[src/rtl/pu_output_packer.sv]
// Serializes PU write beats into 64-bit words, queues them in a small FIFO and
// tracks per-layer word counts. Define PACKER_RELU_EN to zero negative lanes on load.
//
// state   | meaning
// IDLE    | waiting for layer_start
// RUN     | accepting beats and pushing 64-bit slices into the FIFO
// DRAIN   | all layer words pushed, waiting for the FIFO to empty
// DONE    | one-cycle layer_done pulse
module pu_output_packer #(
  parameter int OP_WIDTH   = 16,
  parameter int NUM_PE     = 4,
  parameter int FIFO_DEPTH = 8,
  parameter int CNT_WIDTH  = 20
) (
  input  logic                         clk,
  input  logic                         reset,
  input  logic                         layer_start,
  input  logic [CNT_WIDTH-1:0]         cfg_num_words,
  input  logic                         pu_wr_req,
  input  logic [NUM_PE*OP_WIDTH-1:0]   pu_wr_data,
  output logic                         pu_wr_ready,
  output logic                         wr_valid,
  output logic [63:0]                  wr_data,
  input  logic                         wr_ready,
  output logic                         layer_done,
  output logic                         busy
);

  localparam int BW  = NUM_PE * OP_WIDTH;
  localparam int WPB = BW / 64;
  localparam int SW  = $clog2(WPB + 1);
  localparam int AW  = $clog2(FIFO_DEPTH);

  typedef enum logic [1:0] {S_IDLE, S_RUN, S_DRAIN, S_DONE} state_t;

  state_t               state;
  logic [SW-1:0]        slice_cnt;
  logic [BW-1:0]        shreg;
  logic [CNT_WIDTH-1:0] target;
  logic [CNT_WIDTH-1:0] in_cnt;
  logic [CNT_WIDTH-1:0] out_cnt;
  logic [CNT_WIDTH-1:0] in_cnt_nxt;
  logic [CNT_WIDTH-1:0] out_cnt_nxt;

  logic [63:0]          mem [FIFO_DEPTH];
  logic [AW-1:0]        wr_ptr;
  logic [AW-1:0]        rd_ptr;
  logic [AW:0]          fifo_cnt;

  logic                 empty;
  logic                 full;
  logic                 push;
  logic                 pop;
  logic                 accept;
  logic [BW-1:0]        beat_in;

  assign empty       = (fifo_cnt == '0);
  assign full        = (fifo_cnt == (AW+1)'(FIFO_DEPTH));
  assign wr_valid    = !empty;
  assign wr_data     = empty ? '0 : mem[rd_ptr];
  assign pop         = wr_valid && wr_ready;
  assign pu_wr_ready = (state == S_RUN) && (slice_cnt == '0);
  assign accept      = pu_wr_req && pu_wr_ready;
  // a same-cycle pop frees the slot, so a full FIFO can still take a push
  assign push        = (state == S_RUN) && (slice_cnt != '0) && (!full || pop);
  assign in_cnt_nxt  = in_cnt + 1'b1;
  assign out_cnt_nxt = out_cnt + 1'b1;
  assign layer_done  = (state == S_DONE);
  assign busy        = (state != S_IDLE);

  always_comb begin
    beat_in = pu_wr_data;
`ifdef PACKER_RELU_EN
    for (int k = 0; k < NUM_PE; k++) begin
      if (pu_wr_data[k*OP_WIDTH + OP_WIDTH - 1]) beat_in[k*OP_WIDTH +: OP_WIDTH] = '0;
    end
`else
`endif
  end

  always_ff @(posedge clk or negedge reset) begin
    if (!reset) begin
      state     <= S_IDLE;
      slice_cnt <= '0;
      shreg     <= '0;
      target    <= '0;
      in_cnt    <= '0;
      out_cnt   <= '0;
    end else begin
      if (pop) out_cnt <= out_cnt_nxt;
      case (state)
        S_IDLE: begin
          if (layer_start) begin
            target  <= cfg_num_words;
            in_cnt  <= '0;
            out_cnt <= '0;
            state   <= (cfg_num_words == '0) ? S_DONE : S_RUN;
          end
        end
        S_RUN: begin
          if (accept) begin
            shreg     <= beat_in;
            slice_cnt <= SW'(WPB);
          end else if (push) begin
            shreg  <= shreg >> 64;
            in_cnt <= in_cnt_nxt;
            if (in_cnt_nxt == target) begin
              slice_cnt <= '0;
              state     <= S_DRAIN;
            end else begin
              slice_cnt <= slice_cnt - 1'b1;
            end
          end
        end
        S_DRAIN: begin
          // look at the post-handshake count so DONE lands the cycle after the last pop
          if (pop && (out_cnt_nxt == target)) state <= S_DONE;
        end
        S_DONE: state <= S_IDLE;
        default: state <= S_IDLE;
      endcase
    end
  end

  always_ff @(posedge clk) begin
    if (push) mem[wr_ptr] <= shreg[63:0];
  end

  always_ff @(posedge clk or negedge reset) begin
    if (!reset) begin
      wr_ptr   <= '0;
      rd_ptr   <= '0;
      fifo_cnt <= '0;
    end else begin
      if (push) wr_ptr <= wr_ptr + 1'b1;
      if (pop)  rd_ptr <= rd_ptr + 1'b1;
      case ({push, pop})
        2'b10:   fifo_cnt <= fifo_cnt + 1'b1;
        2'b01:   fifo_cnt <= fifo_cnt - 1'b1;
        default: fifo_cnt <= fifo_cnt;
      endcase
    end
  end

endmodule

[config.mk]
export PLATFORM = sky130hd
export DESIGN_NAME = pu_output_packer
export DESIGN_NICKNAME = d
export VERILOG_FILES = /design/src/rtl/pu_output_packer.sv
export SDC_FILE = /design/constraint.sdc
export NUM_CORES = 1
export LEC_CHECK = 0
export ABC_AREA = 1
export BUFFER_PORTS_ARGS = -buffer_cell sky130_fd_sc_hd__buf_2
export CAP_MARGIN = 20
export CORE_MARGIN = 2
export CORE_UTILIZATION = 30
export DETAILED_ROUTE_END_ITERATION = 16
export SETUP_SLACK_MARGIN = 0.5
export SYNTH_ARGS = -nofsm -noshare
export SYNTH_HDL_FRONTEND = slang
export SYNTH_SLANG_ARGS = --single-unit
export TNS_END_PERCENT = 20
[constraint.sdc]
create_clock -name clk -period 8.55 [get_ports clk]
set_input_delay 2.1375 -clock clk [delete_from_list [all_inputs] [get_ports clk]]
set_output_delay 2.1375 -clock clk [all_outputs]
set_load 0.01 [all_outputs]
==> results of run 1 <==
[state kept, by name (all words and copies together) (netlist names)]
register / flops
shreg: 64
state: 2
fifo_cnt: 4
mem: 512
rd_ptr: 3
target: 20
wr_ptr: 3
in_cnt: 20
out_cnt: 20
slice_cnt: 1
[cell families (layout without fill, tap and decap cells)]
family	Yosys count	after routing	synth area share, %
AOI/OAI and AO/OA	544	544	10.83
xor gates and xnor gates	24	24	0.8278
adders and majority gates	11	11	0.5364
buffers and inverters	244	419	3.459
DFF	649	649	69.50
and+or+nand+nor	967	967	14.85
[per-layer routing]
metal | GRT usage, % | up-vias | routed length (um)
li1 | - | 8868 | -
met1 | 21.44 | 9299 | 33370
met2 | 25.83 | 483 | 34990
met3 | 2.841 | 105 | 3880
met4 | 4.594 | 2 | 1759
met5 | 0 | - | 13
[worst max-delay path by stage]
| stage | to | slack, ps | depth (start not counted) |
|---|---|---|---|
| finish | wr_data[29] | 2460 | 7 |
| detailed placement | wr_data[26] | 3100 | 7 |
| CTS | wr_data[26] | 2420 | 7 |
| floorplan | mem[0][0] | 2710 | 5 |
| global placement | wr_data[26] | 3130 | 7 |
| global route | wr_data[29] | 2230 | 7 |
[through the flow]
step	cells	hold WS, ps	power [mW]	area [um^2]	worst slack (ps)
floorplan	2439	463.8	7.017	27060	2712
global placement	3655	492.7	8.463	29080	3129
detailed placement	3656	492.3	8.514	29100	3097
CTS	3790	505.0	11.76	31590	2420
global route	3790	518.9	12.35	31590	2227
finish	3790	505.1	11.62	31590	2464
[worst max-delay path: stages (launching register included)]
cell	delay [ps]
sky130_fd_sc_hd__dfrtp_4	740
sky130_fd_sc_hd__buf_4	620
sky130_fd_sc_hd__buf_4	790
sky130_fd_sc_hd__o21ai_0	220
sky130_fd_sc_hd__o22ai_1	190
sky130_fd_sc_hd__o21ai_0	90
sky130_fd_sc_hd__a31oi_1	330
sky130_fd_sc_hd__buf_2	210
[layout make-up]
class	instances	area [um^2]
Tap cell	1176	1471
Timing Repair Buffer	186	1045
Multi-Input combinational cell	1546	7396
Fill cell	8897	58150
Sequential cell	649	18810
Inverter	99	381.6
Clock buffer	97	2029
Clock inverter	37	452.9
[power groups by stage]
stage	Sequential (mW)	Clock, mW	Combinational [mW]
finish	4.77	3.22	3.63
CTS	4.77	3.30	3.70
global placement	4.82	0	3.65
global route	4.85	3.41	4.08
floorplan	4.59	0	2.42
detailed placement	4.83	0	3.68
[layout by cell type, fill, tap and decap left out, drive strengths merged]
cell	count
edfxtp	512
nor2	457
o21ai	373
nand2	295
nand3	191
buf	186
dfrtp	137
inv	99
clkbuf	97
o22ai	80
a31oi	65
clkinv	22
xor2	19
a21oi	19
nand4	12
ha	10
bufinv	8
clkinvlp	7
or2	4
xnor2	4
nor4	4
nor3	3
o21bai	2
o211ai	2
a211oi	2
xnor3	1
nand3b	1
o31ai	1
fa	1
==> run summary, run 1 <==
In this run the tool buffered the top-level ports with 156 buffer cells. The number of synthesized register bits came out at approximately 650. STA classifies the critical path endpoint as an output pin. The count of nets after finishing came out at 2654.

Once the clock tree was built, the resizer swapped 0 gates to a different size. The top-level I/O count is 157. The data required time at the worst endpoint is 6410 ps. Dividing total power by cell area gives a power density of 367.8 nW/um^2.

The most used flip-flop cell after synthesis is sky130_fd_sc_hd__edfxtp_1. After synthesis, the mean cell area works out to between 10 and 15 um^2. The worst setup path is launched from a register.

The number of nets in the synthesized netlist is roughly 2500. Clock latency on the worst-skew pair, taken at its later pin, is 620 ps. The maximum number of pins on one net before global-route repair is 130. The cts-stage hold buffer count came out at 0. In this run the horizontal extent of the chip is 304.3 um. The most numerous cell in the Yosys netlist is sky130_fd_sc_hd__edfxtp_1. The starting DRC count in detailed routing is 1575. Relative to the synthesized area, the layout overhead comes to 16.75%. Summed over all failing endpoints, the final setup total negative slack is 0 ps.

After synthesis, the most frequently instantiated cells are sky130_fd_sc_hd__edfxtp_1 (512), sky130_fd_sc_hd__nor2_1 (448), sky130_fd_sc_hd__o21ai_0 (369). The final route contains 18760 vias. The transition at the pin with the smallest max-transition slack came out at approximately 1000 ps. The die outline area is 92600 um^2. The worst supply voltage drop on vdd came out at 167.7 uV. The overflow left after global routing is 0. The post-detailed-routing wire length is 74010 um. The number of enable flip-flop cells after synthesis is a little over 500. The reg-to-reg startpoint is state[1]. For this run, the number of Yosys warnings is 0. Tracing the worst setup path back leads to its startpoint at rd_ptr[0]. The floorplan core area is approximately 90000 um^2.

TritonCTS built the clock tree. The normalized max-slew margin is 31.70%. The post-route fraction of the period consumed by the critical path is 71.18%. The slack of the worst reg-to-reg path came out at 5000 ps. The number of clock buffers inserted by TritonCTS is 72. The clock tree synthesis step divided the H-tree into 3 levels. The congestion estimate from routability-driven global placement came to 0.8237. The number of cells on the worst reg-to-reg path is 8.

The run finished with clean final reports. The number of iterations in the first detailed-routing pass is 5. The cell internal power dissipation came out at 7.267 mW. The first-pass GRT wire length is 112400 um. Row generation in the floorplan step produced 110 rows.

The total clock sinks is between 600 and 700. The number of inserted diodes came out at 0. The worst register-to-register path ends at mem[2][50]. The critical path class is reg2out. For hold timing, the worst endpoint is fifo_cnt[3]. The root buffer cell chosen for the clock tree is sky130_fd_sc_hd__clkbuf_16.

The average vias per placed instance is 4.949. The part of the Yosys area used for sequential elements came out at 69.50%. In this run the most critical hold path is launched from fifo_cnt[3]. Dividing the detail-routed wire length by the instance count gives a little under 20 um. The clock edge transition at the registers on the reported setup and hold paths is roughly 60 ps. The switching power came out at 4.352 mW. The number of max-slew violations in the final report was 0. Of the total power, the share spent switching nets is between 30 and 40%. Ranked by total cell area, the synthesized netlist is headed by sky130_fd_sc_hd__edfxtp_1 (57%), sky130_fd_sc_hd__dfrtp_1 (13%), sky130_fd_sc_hd__o21ai_0 (6.8%), sky130_fd_sc_hd__nor2_1 (6.2%), sky130_fd_sc_hd__nand2_1 (4.0%). The maximum clock path buffer count is 3. The minimum period implied by the final worst setup slack came out at 6086 ps.

The max-capacitance violation count is 0. Post-CTS timing repair inserted 0 buffers for setup. The cell depth of the worst min-delay path is 1. The cell area that synthesis handed to floorplanning was 27060 um^2. Of all cell types, the one taking the most synthesized area is sky130_fd_sc_hd__edfxtp_1. Detailed placement ended at an HPWL of approximately 41000 um.

The synthesized design devotes to its leading area cell type 56.83% of total area. The maximum fanout along the worst path is 87. The proportion of power drawn by the clock network came out at 27.7%. The ratio of cells with drive above 1 in the final layout is a little over an eighth. The core utilization of the finished layout came out at 35.20%. The initial standard-cell utilization of the core is 30.15%.

The final setup skew came out at between 20 and 25 ps. The number of design rule violations left after detail routing came out at 0. The vertical die dimension came out at around 300 um. The type of the tightest min-delay check is reg2reg. The standby leakage power is 11.64 nW.

The number of failing hold endpoints at the final stage came out at 0. Per report_power, the combinational group accounts for about 31% of the total. The via count of the first global-routing pass came out at 18210. The initial antenna violation count is 2. The unique cell type count in the Yosys netlist came out at 36. STA puts the critical path data arrival time at 3950 ps.

Setup violations remaining at the end of the flow were counted as 0. For this run, the total global-route usage over all layers was measured as between 15 and 20%. Sequential cells account for 41.0% of the total power.

Synthesis produced a netlist whose cell count is 2439. Setup repair after global routing left no endpoint under its margin. The detail route stage leaves a number of antenna-violating nets equal to 0. The highest clock rate is approximately 160 MHz. The async set-reset flop share out of synthesis is between 20% and 30%.
(Power assumes the default switching activity.)
==> run 2, diff against run 1 <==
==> constraint.sdc (replaced) <==
create_clock -name clk -period 6 [get_ports clk]
set_input_delay 1.5 -clock clk [delete_from_list [all_inputs] [get_ports clk]]
set_output_delay 1.5 -clock clk [all_outputs]
set_load 0.01 [all_outputs]
==> run 2 against run 1 <==
Clock skew hardly changed. Cell count is 0.32% higher. Count of clock-buffer cells in the layout is 4 higher. Worst setup slack worse by 1200 ps. Die area stayed put. Global-route usage is 0.33 points lower. Combinational power is 45% higher. Highest routed layer unchanged.
==> run summary, run 2 (same netlist as run 1, synthesis figures left out) <==
Result of the run: finished clean (unchanged). The floorplan core area came out at 89740 um^2 (unchanged). The most common cell after layout, fill and taps aside is sky130_fd_sc_hd__edfxtp_1 (unchanged). The count of instances resized after the clock tree is built is 0 (unchanged). The data required time at the worst endpoint came out at 4500 ps (was 6410 ps). The number of inserted filler cells in the final layout came out at 8870 (was 8897).

The deepest level of the CTS H-tree was 3 (unchanged). The number of clock buffers inserted by TritonCTS is 72 (unchanged). The worst supply voltage drop on vdd is 341.2 uV (was 167.7 uV). The overall power after layout came to 16.40 mW (was 11.62 mW). The type of destination of the critical path is an output pin (unchanged). The total clock sinks came out at 649 (unchanged).

The remaining number of nets flagged by the antenna check after routing is 0 (unchanged). The routed via count came out at 18720 (was 18760). The area overhead of the layout relative to synthesis is 16.91% (was 16.75%). The final setup skew is 22.46 ps (was 22.85 ps). The via count of the first global-routing pass came out at 18200 (was 18210). The clock latency on the worst-skew pair is 620 ps (about the same).

The clock tree from TritonCTS was done (unchanged). The normalized max-slew margin is 30.20% (was 31.70%). The number of input and output port buffers inserted came to 156 (unchanged). Commonest cells after routing, fill and taps aside: sky130_fd_sc_hd__edfxtp_1 (512), sky130_fd_sc_hd__nor2_1 (439), sky130_fd_sc_hd__o21ai_0 (369) (unchanged). The core utilization of the finished layout is 35.25% (was 35.20%). The die outline area is 92600 um^2 (unchanged). The instance area after placement came out at 29250 um^2 (was 29100 um^2). The transition at the pin with the smallest max-transition slack is 1047 ps (was 1025 ps). The clock edge transition at the registers on the reported setup and hold paths came out at 60 ps (about the same). The startpoint type of the worst setup path is a register (unchanged). The weighted congestion at the end of routability-driven global placement came out at 0.8400 (was 0.8237). The number of design rule violations left after detail routing is 0 (unchanged).

The first-pass GRT wire length came to 109900 um (was 112400 um). The power per cell area came out at 518.6 nW/um^2 (was 367.8 nW/um^2). The overflow left after global routing came out at 0 (unchanged). The initial standard-cell utilization of the core was 30.15% (unchanged). The global-route usage over all layers came out at 15.45% (was 15.79%). The average vias per placed instance came to 4.924 (was 4.949). The cell chosen for the clock root was sky130_fd_sc_hd__clkbuf_16 (unchanged). The number of endpoints failing setup at the final stage came out at 0 (unchanged). The maximum fanout along the worst path is 122 (was 87). The post-route fraction of the period consumed by the critical path is 79.53%. The number of iterations in the first detailed-routing pass came out at 5 (unchanged). The number of max-slew violations in the final report came out at 0 (unchanged). The maximum clock path buffer count came out at 3 (unchanged). The register with the most flip-flops is mem (unchanged). The arrival time at the worst endpoint is 3270 ps (was 3950 ps). The critical path class was reg2out (unchanged). The number of buffers inserted to repair setup after CTS is 0 (unchanged). The number of flip-flops under the largest register name was 512 (unchanged). The ratio of cells with drive above 1 in the final layout came out at 13.33% (was 13.24%). The average detailed-routed wire length per instance came to 19.00 um (was 19.53 um).

The count of nets after finishing came to 2666 (was 2654). The starting DRC count in detailed routing is 1463 (was 1575). The setup TNS after final layout is 0 ps (unchanged). The maximum number of pins on one net before global-route repair came to 130 (unchanged). The type of the tightest min-delay check is reg2reg (unchanged).

The max-capacitance violation count came out at 0 (unchanged). The standby leakage power is 11.67 nW (was 11.64 nW). The initial antenna violation count came out at 6 (was 2).

The number of failing hold endpoints at the final stage is 0 (unchanged). The horizontal die dimension is 304.3 um (unchanged). Derived from the worst setup path, the maximum achievable clock frequency is between 200 and 250 MHz. Unrepaired setup endpoints after global routing: no (unchanged). The post-detailed-routing wire length was 72220 um (was 74010 um).

The area of all placed cells without fillers came out at 31630 um^2 (was 31590 um^2). The detailed placer's ending HPWL is 41200 um (was 40990 um). The top-level I/O count came out at 157 (unchanged). The number of placement rows came out at 110 (unchanged). The smallest clock period supported by the final layout is computed as between 4000 and 5000 ps. The vertical die dimension came to 304.3 um (unchanged). Top flop regs: mem x512, shreg x64 (unchanged). The cts-stage hold buffer count came out at 0 (unchanged).
-- run 2: layout make-up --
class | count | area, um^2 | share of cell area (%)
diodes | 1 | 2.502 | 0.007911
clock buffers | 101 | 2022 | 6.392
clock inverters | 32 | 356.6 | 1.127
inverters | 99 | 381.6 | 1.206
multi-input cells | 1546 | 7396 | 23.38
flip-flops and latches | 649 | 18810 | 59.47
well taps | 1176 | 1471 | 4.652
repair buffers | 198 | 1190 | 3.762
-- run 2: through the flow --
stage          instances  hold slack (ps)  worst slack [ps]
5_1_grt             3801            530.9             998.6
2_1_floorplan       2439            463.8             799.0
4_1_cts             3801            498.6              1194
3_5_place_dp        3668            490.4              1588
3_3_place_gp        3668            481.5              1622
6_report            3802            496.9              1228
-- run 2: critical path, stage by stage (launching register included) --
cell and delay [ps]:
sky130_fd_sc_hd__dfrtp_4 590, sky130_fd_sc_hd__inv_6 640, sky130_fd_sc_hd__buf_4 470, sky130_fd_sc_hd__o21ai_0 120, sky130_fd_sc_hd__o22ai_1 110, sky130_fd_sc_hd__o21ai_0 90
sky130_fd_sc_hd__a31oi_1 320, sky130_fd_sc_hd__buf_2 200
-- run 2: final timing paths --
kind                                  start          end  slack [ps]  cells past startpoint
max in group asynchronous             reset     shreg[3]        3900                      2
min in group asynchronous             reset    shreg[44]         940                      1
worst max register to register     state[1]    mem[3][5]        2630                     10
worst min-delay path            fifo_cnt[0]  fifo_cnt[0]         500                      1
worst min register to register  fifo_cnt[0]  fifo_cnt[0]         500                      1
worst max-delay path              rd_ptr[0]  wr_data[42]        1230                      7
-- run 2: report_power, final --
part / switching (mW) / internal (mW)
sequential: 0.733 / 6.00
clock: 1.81 / 2.59
combinational: 3.61 / 1.66
total: 6.15 / 10.3
-- run 2: metal layers --
layer  share of wire (%)  track usage, %
met5                0.11               0
met2                  47           25.67
met4                 2.6           5.112
met3                 5.2           2.911
met1                  45           20.33
==> run 3, diff against run 2 <==
--- a/config.mk
+++ b/config.mk
@@ -5,7 +5,7 @@
 export SDC_FILE = /design/constraint.sdc
 export NUM_CORES = 1
 export LEC_CHECK = 0
-export ABC_AREA = 1
+export ABC_AREA = 0
 export BUFFER_PORTS_ARGS = -buffer_cell sky130_fd_sc_hd__buf_2
 export CAP_MARGIN = 20
 export CORE_MARGIN = 2
==> constraint.sdc (replaced) <==
create_clock -name clk -period 4.8 [get_ports clk]
set_input_delay 1.2 -clock clk [delete_from_list [all_inputs] [get_ports clk]]
set_output_delay 1.2 -clock clk [all_outputs]
set_load 0.01 [all_outputs]
==> run 3 against run 2 <==
Sequential share of layout area fell by 0.11 points. Die area fell by 1.4%. Sequential power rose by 21%. Worst setup slack worse by 430 ps. Clock power grew 28%. Cell count shrank 19%.
==> run summary, run 3 <==
The number of enable flip-flop cells after synthesis came to 512 (unchanged). The max-capacitance violation count is 0 (unchanged). The unique cell type count in the Yosys netlist came out at 70 (was 36). The number of endpoints failing setup at the final stage is 0 (unchanged). The post-detailed-routing wire length is 65090 um (was 72220 um).

The number of failing hold endpoints at the final stage is 0 (unchanged). The data required time at the worst endpoint came out at 3600 ps (was 4500 ps). The average vias per placed instance came out at 4.889 (was 4.924). The critical path class is reg2out (unchanged).

The final setup skew came out at 42.19 ps (was 22.46 ps). The initial antenna violation count came to 0 (was 6). The average detailed-routed wire length per instance was 21.24 um (was 19.00 um).

The number of nets in the synthesized netlist is 1766 (was 2539). The remaining number of nets flagged by the antenna check after routing was 0 (unchanged). The vertical die dimension came to 302.2 um (was 304.3 um). The clock tree from TritonCTS was done (unchanged). The core utilization of the finished layout is 35.92% (was 35.25%). The area overhead of the layout relative to synthesis came out at 18.83% (was 16.91%). The number of flip-flops under the largest register name came out at 512 (unchanged).

The async set-reset flop share out of synthesis came to 21.11% (unchanged). The area share of the largest cell type after synthesis is 57.64% (was 56.83%). Unrepaired setup endpoints after global routing: no (unchanged). The overflow left after global routing is 0 (unchanged).

Synth top cells by count: sky130_fd_sc_hd__edfxtp_1 (512), sky130_fd_sc_hd__nand2_1 (234), sky130_fd_sc_hd__dfrtp_1 (137) (was sky130_fd_sc_hd__edfxtp_1 (512), sky130_fd_sc_hd__nor2_1 (448), sky130_fd_sc_hd__o21ai_0 (369)). Derived from the worst setup path, the maximum achievable clock frequency is approximately 250 MHz. The number of clock buffers inserted by TritonCTS is 75 (was 72). The via count of the first global-routing pass is 15770 (was 18200). The delay contributed by the slowest stage of the critical path is 840 ps (was 640 ps). Commonest cells after routing, fill and taps aside: sky130_fd_sc_hd__edfxtp_1 (512), sky130_fd_sc_hd__nand2_1 (233), sky130_fd_sc_hd__buf_2 (155) (was sky130_fd_sc_hd__edfxtp_1 (512), sky130_fd_sc_hd__nor2_1 (439), sky130_fd_sc_hd__o21ai_0 (369)). The buffering stage count on the worst path with inverters included came out at 2 (was 3).

The most numerous cell in the Yosys netlist is sky130_fd_sc_hd__edfxtp_1 (unchanged). Top flop regs: mem x512, shreg x64 (unchanged). The number of input and output port buffers inserted came out at 156 (unchanged). The average cell area after synthesis came out at 16.01 um^2 (was 11.09 um^2).

The number of design rule violations left after detail routing came out at 0 (unchanged). The horizontal die dimension is 302.2 um (was 304.3 um). The cell chosen for the clock root is sky130_fd_sc_hd__clkbuf_16 (unchanged). The weighted congestion at the end of routability-driven global placement is 0.8447 (was 0.8400). The ratio of cells with drive above 1 in the final layout came out at 24.39% (was 13.33%).

The detailed placer's ending HPWL is 36510 um (was 41200 um). The number of placement rows is 109 (was 110). The floorplan core area came to 88240 um^2 (was 89740 um^2).

The register with the most flip-flops is mem (unchanged). The number of synthesized register bits was 649 (unchanged). The deepest level of the CTS H-tree is 3 (unchanged). The type of destination of the critical path is an output pin (unchanged). The most frequently used flop master after synthesis is sky130_fd_sc_hd__edfxtp_1 (unchanged). The power per cell area is 608.1 nW/um^2 (was 518.6 nW/um^2). The most common cell after layout, fill and taps aside is sky130_fd_sc_hd__edfxtp_1 (unchanged). The count of nets after finishing came to 1935 (was 2666). The normalized max-slew margin is 37.38% (was 30.20%). The maximum fanout along the worst path came out at 38 (was 122).

The number of cells in the finished layout apart from fillers is 3064 (was 3802). The first-pass GRT wire length is 97620 um (was 109900 um). The top-level I/O count is 157 (unchanged). The cell count after synthesis is 1666 (was 2439). The standby leakage power is 11.57 nW (was 11.67 nW). The transition at the pin with the smallest max-transition slack came out at 939.4 ps (was 1047 ps). The maximum number of pins on one net before global-route repair is 71 (was 130).

Cell types occupying the most area after synthesis: sky130_fd_sc_hd__edfxtp_1 (58%), sky130_fd_sc_hd__dfrtp_1 (13%), sky130_fd_sc_hd__mux4_2 (11%), sky130_fd_sc_hd__nand2_1 (3.3%), sky130_fd_sc_hd__mux2i_1 (2.6%) (was sky130_fd_sc_hd__edfxtp_1 (57%), sky130_fd_sc_hd__dfrtp_1 (13%), sky130_fd_sc_hd__o21ai_0 (6.8%), sky130_fd_sc_hd__nor2_1 (6.2%), sky130_fd_sc_hd__nand2_1 (4.0%)). The number of iterations in the first detailed-routing pass is 5 (unchanged). The number of max-slew violations in the final report is 0 (unchanged). The largest delay contributor family on the critical path is flip-flops (was buffers and inverters). The clock latency on the worst-skew pair is 630 ps (was 620 ps). The startpoint type of the worst setup path is a register (unchanged). Cell breakdown of the critical path: buf_4 -> mux4_2 -> mux2i_1 -> nor2_1 -> buf_2 (was inv_6 -> buf_4 -> o21ai_0 -> o22ai_1 -> o21ai_0 -> a31oi_1 -> buf_2). The clock edge transition at the registers on the reported setup and hold paths is 60 ps (about the same).

The summed instance area of the synthesized netlist came out at 26670 um^2 (was 27060 um^2). The global-route usage over all layers is 14.27% (was 15.45%). The initial standard-cell utilization of the core was 30.23% (was 30.15%). The post-placement cell count is 2920 (was 3668). The arrival time at the worst endpoint came to 2800 ps (was 3270 ps). Result of the run: finished clean (unchanged). The worst supply voltage drop on vdd is 364.5 uV (was 341.2 uV). The maximum clock path buffer count came out at 3 (unchanged). The slowest cell on the critical path is sky130_fd_sc_hd__dfrtp_4 (was sky130_fd_sc_hd__inv_6). The die outline area is 91310 um^2 (was 92600 um^2). The part of the Yosys area used for sequential elements is 70.50% (was 69.50%). The total clock sinks is 649 (unchanged). The type of the tightest min-delay check is reg2reg (unchanged). The routed via count is 14980 (was 18720). In the finished design, the share of the clock period the worst path needs comes to between 80% and 90%. The starting DRC count in detailed routing is 995 (was 1463). The minimum period implied by the final worst setup slack came out at 4005 ps.

The top cell type by total area after synthesis is sky130_fd_sc_hd__edfxtp_1 (unchanged). The total of warnings raised by yosys came out at 0 (unchanged).
==> run 3: through the flow <==
stage | hold slack [ps] | cell area [um^2] | setup slack (ps) | power, mW | TNS (ps)
floorplan | 470.1 | 26780 | -14.36 | 11.59 | -919.3
global route | 558.5 | 31690 | 630.3 | 20.33 | 0
detailed placement | 529.7 | 29150 | 1084 | 13.87 | 0
global placement | 519.0 | 29140 | 1122 | 13.72 | 0
CTS | 533.8 | 31640 | 538.0 | 19.54 | 0
finish | 538.4 | 31700 | 795.4 | 19.27 | 0
==> run 3: kinds of logic (layout without fill, tap and decap cells) <==
logic type | count (synthesis) | count (layout) | share of synthesized area, %
flops | 649 | 649 | 70.50
simple gates | 517 | 517 | 8.885
mux | 197 | 197 | 13.42
buf+inv | 117 | 349 | 1.769
compound gates | 100 | 100 | 2.421
xor+xnor | 74 | 74 | 2.430
fa+ha+maj | 12 | 12 | 0.5817
other cells | 0 | 1 | 0
==> run 3: layout make-up <==
type	count	area [um^2]
fill	8288	56540
sequential	649	18810
multi-input combinational	900	7511
clock buffer	110	2128
tap	1165	1458
timing repair buffer	190	1341
clock inverter	30	356.6
inverter	19	83.83
antenna	1	2.502
==> run 3: worst register-to-register path: cells and delay by family, from the launching register on <==
| family | cells | cell delay (ps) |
|---|---|---|
| compound gates | 2 | 720 |
| fa+ha+maj | 1 | 300 |
| buf+inv | 2 | 290 |
| flops | 1 | 410 |
| mux | 1 | 310 |
| simple gates | 5 | 1010 |
==> run 3: what timing repair did <==
item / 4_1_cts / 5_1_grt
setup buffers: 0 / 1
gates resized for setup: 0 / 0
hold buffers: 0 / 0
endpoints found under the setup margin: 0 / 6
==> run 3: worst paths after layout <==
kind	start	endpoint	slack, ps	depth (start not counted)
min reg2reg	in_cnt[12]	in_cnt[12]	540	1
min	in_cnt[12]	in_cnt[12]	540	1
max	rd_ptr[1]	wr_data[59]	800	5
min in group asynchronous	reset	out_cnt[15]	560	1
max in group asynchronous	reset	shreg[57]	3360	2
max reg2reg	state[1]	state[1]	1630	11
==> run 3: routing by layer <==
metal  vias to the layer above  track usage [%]  wire, um
met5                         -                0         0
met4                         0            3.477      1242
met3                        88            3.096      3802
met2                       404            23.22     31130
met1                      7811            19.50     28920
li1                       6676                -         -
==> run 3: power breakdown <==
part | switching [mW] | leakage (nW) | internal (mW)
sequential | 0.991 | 6.51 | 7.16
clock | 2.32 | 1.20 | 3.29
combinational | 3.03 | 3.87 | 2.48
total | 6.34 | 11.6 | 12.9
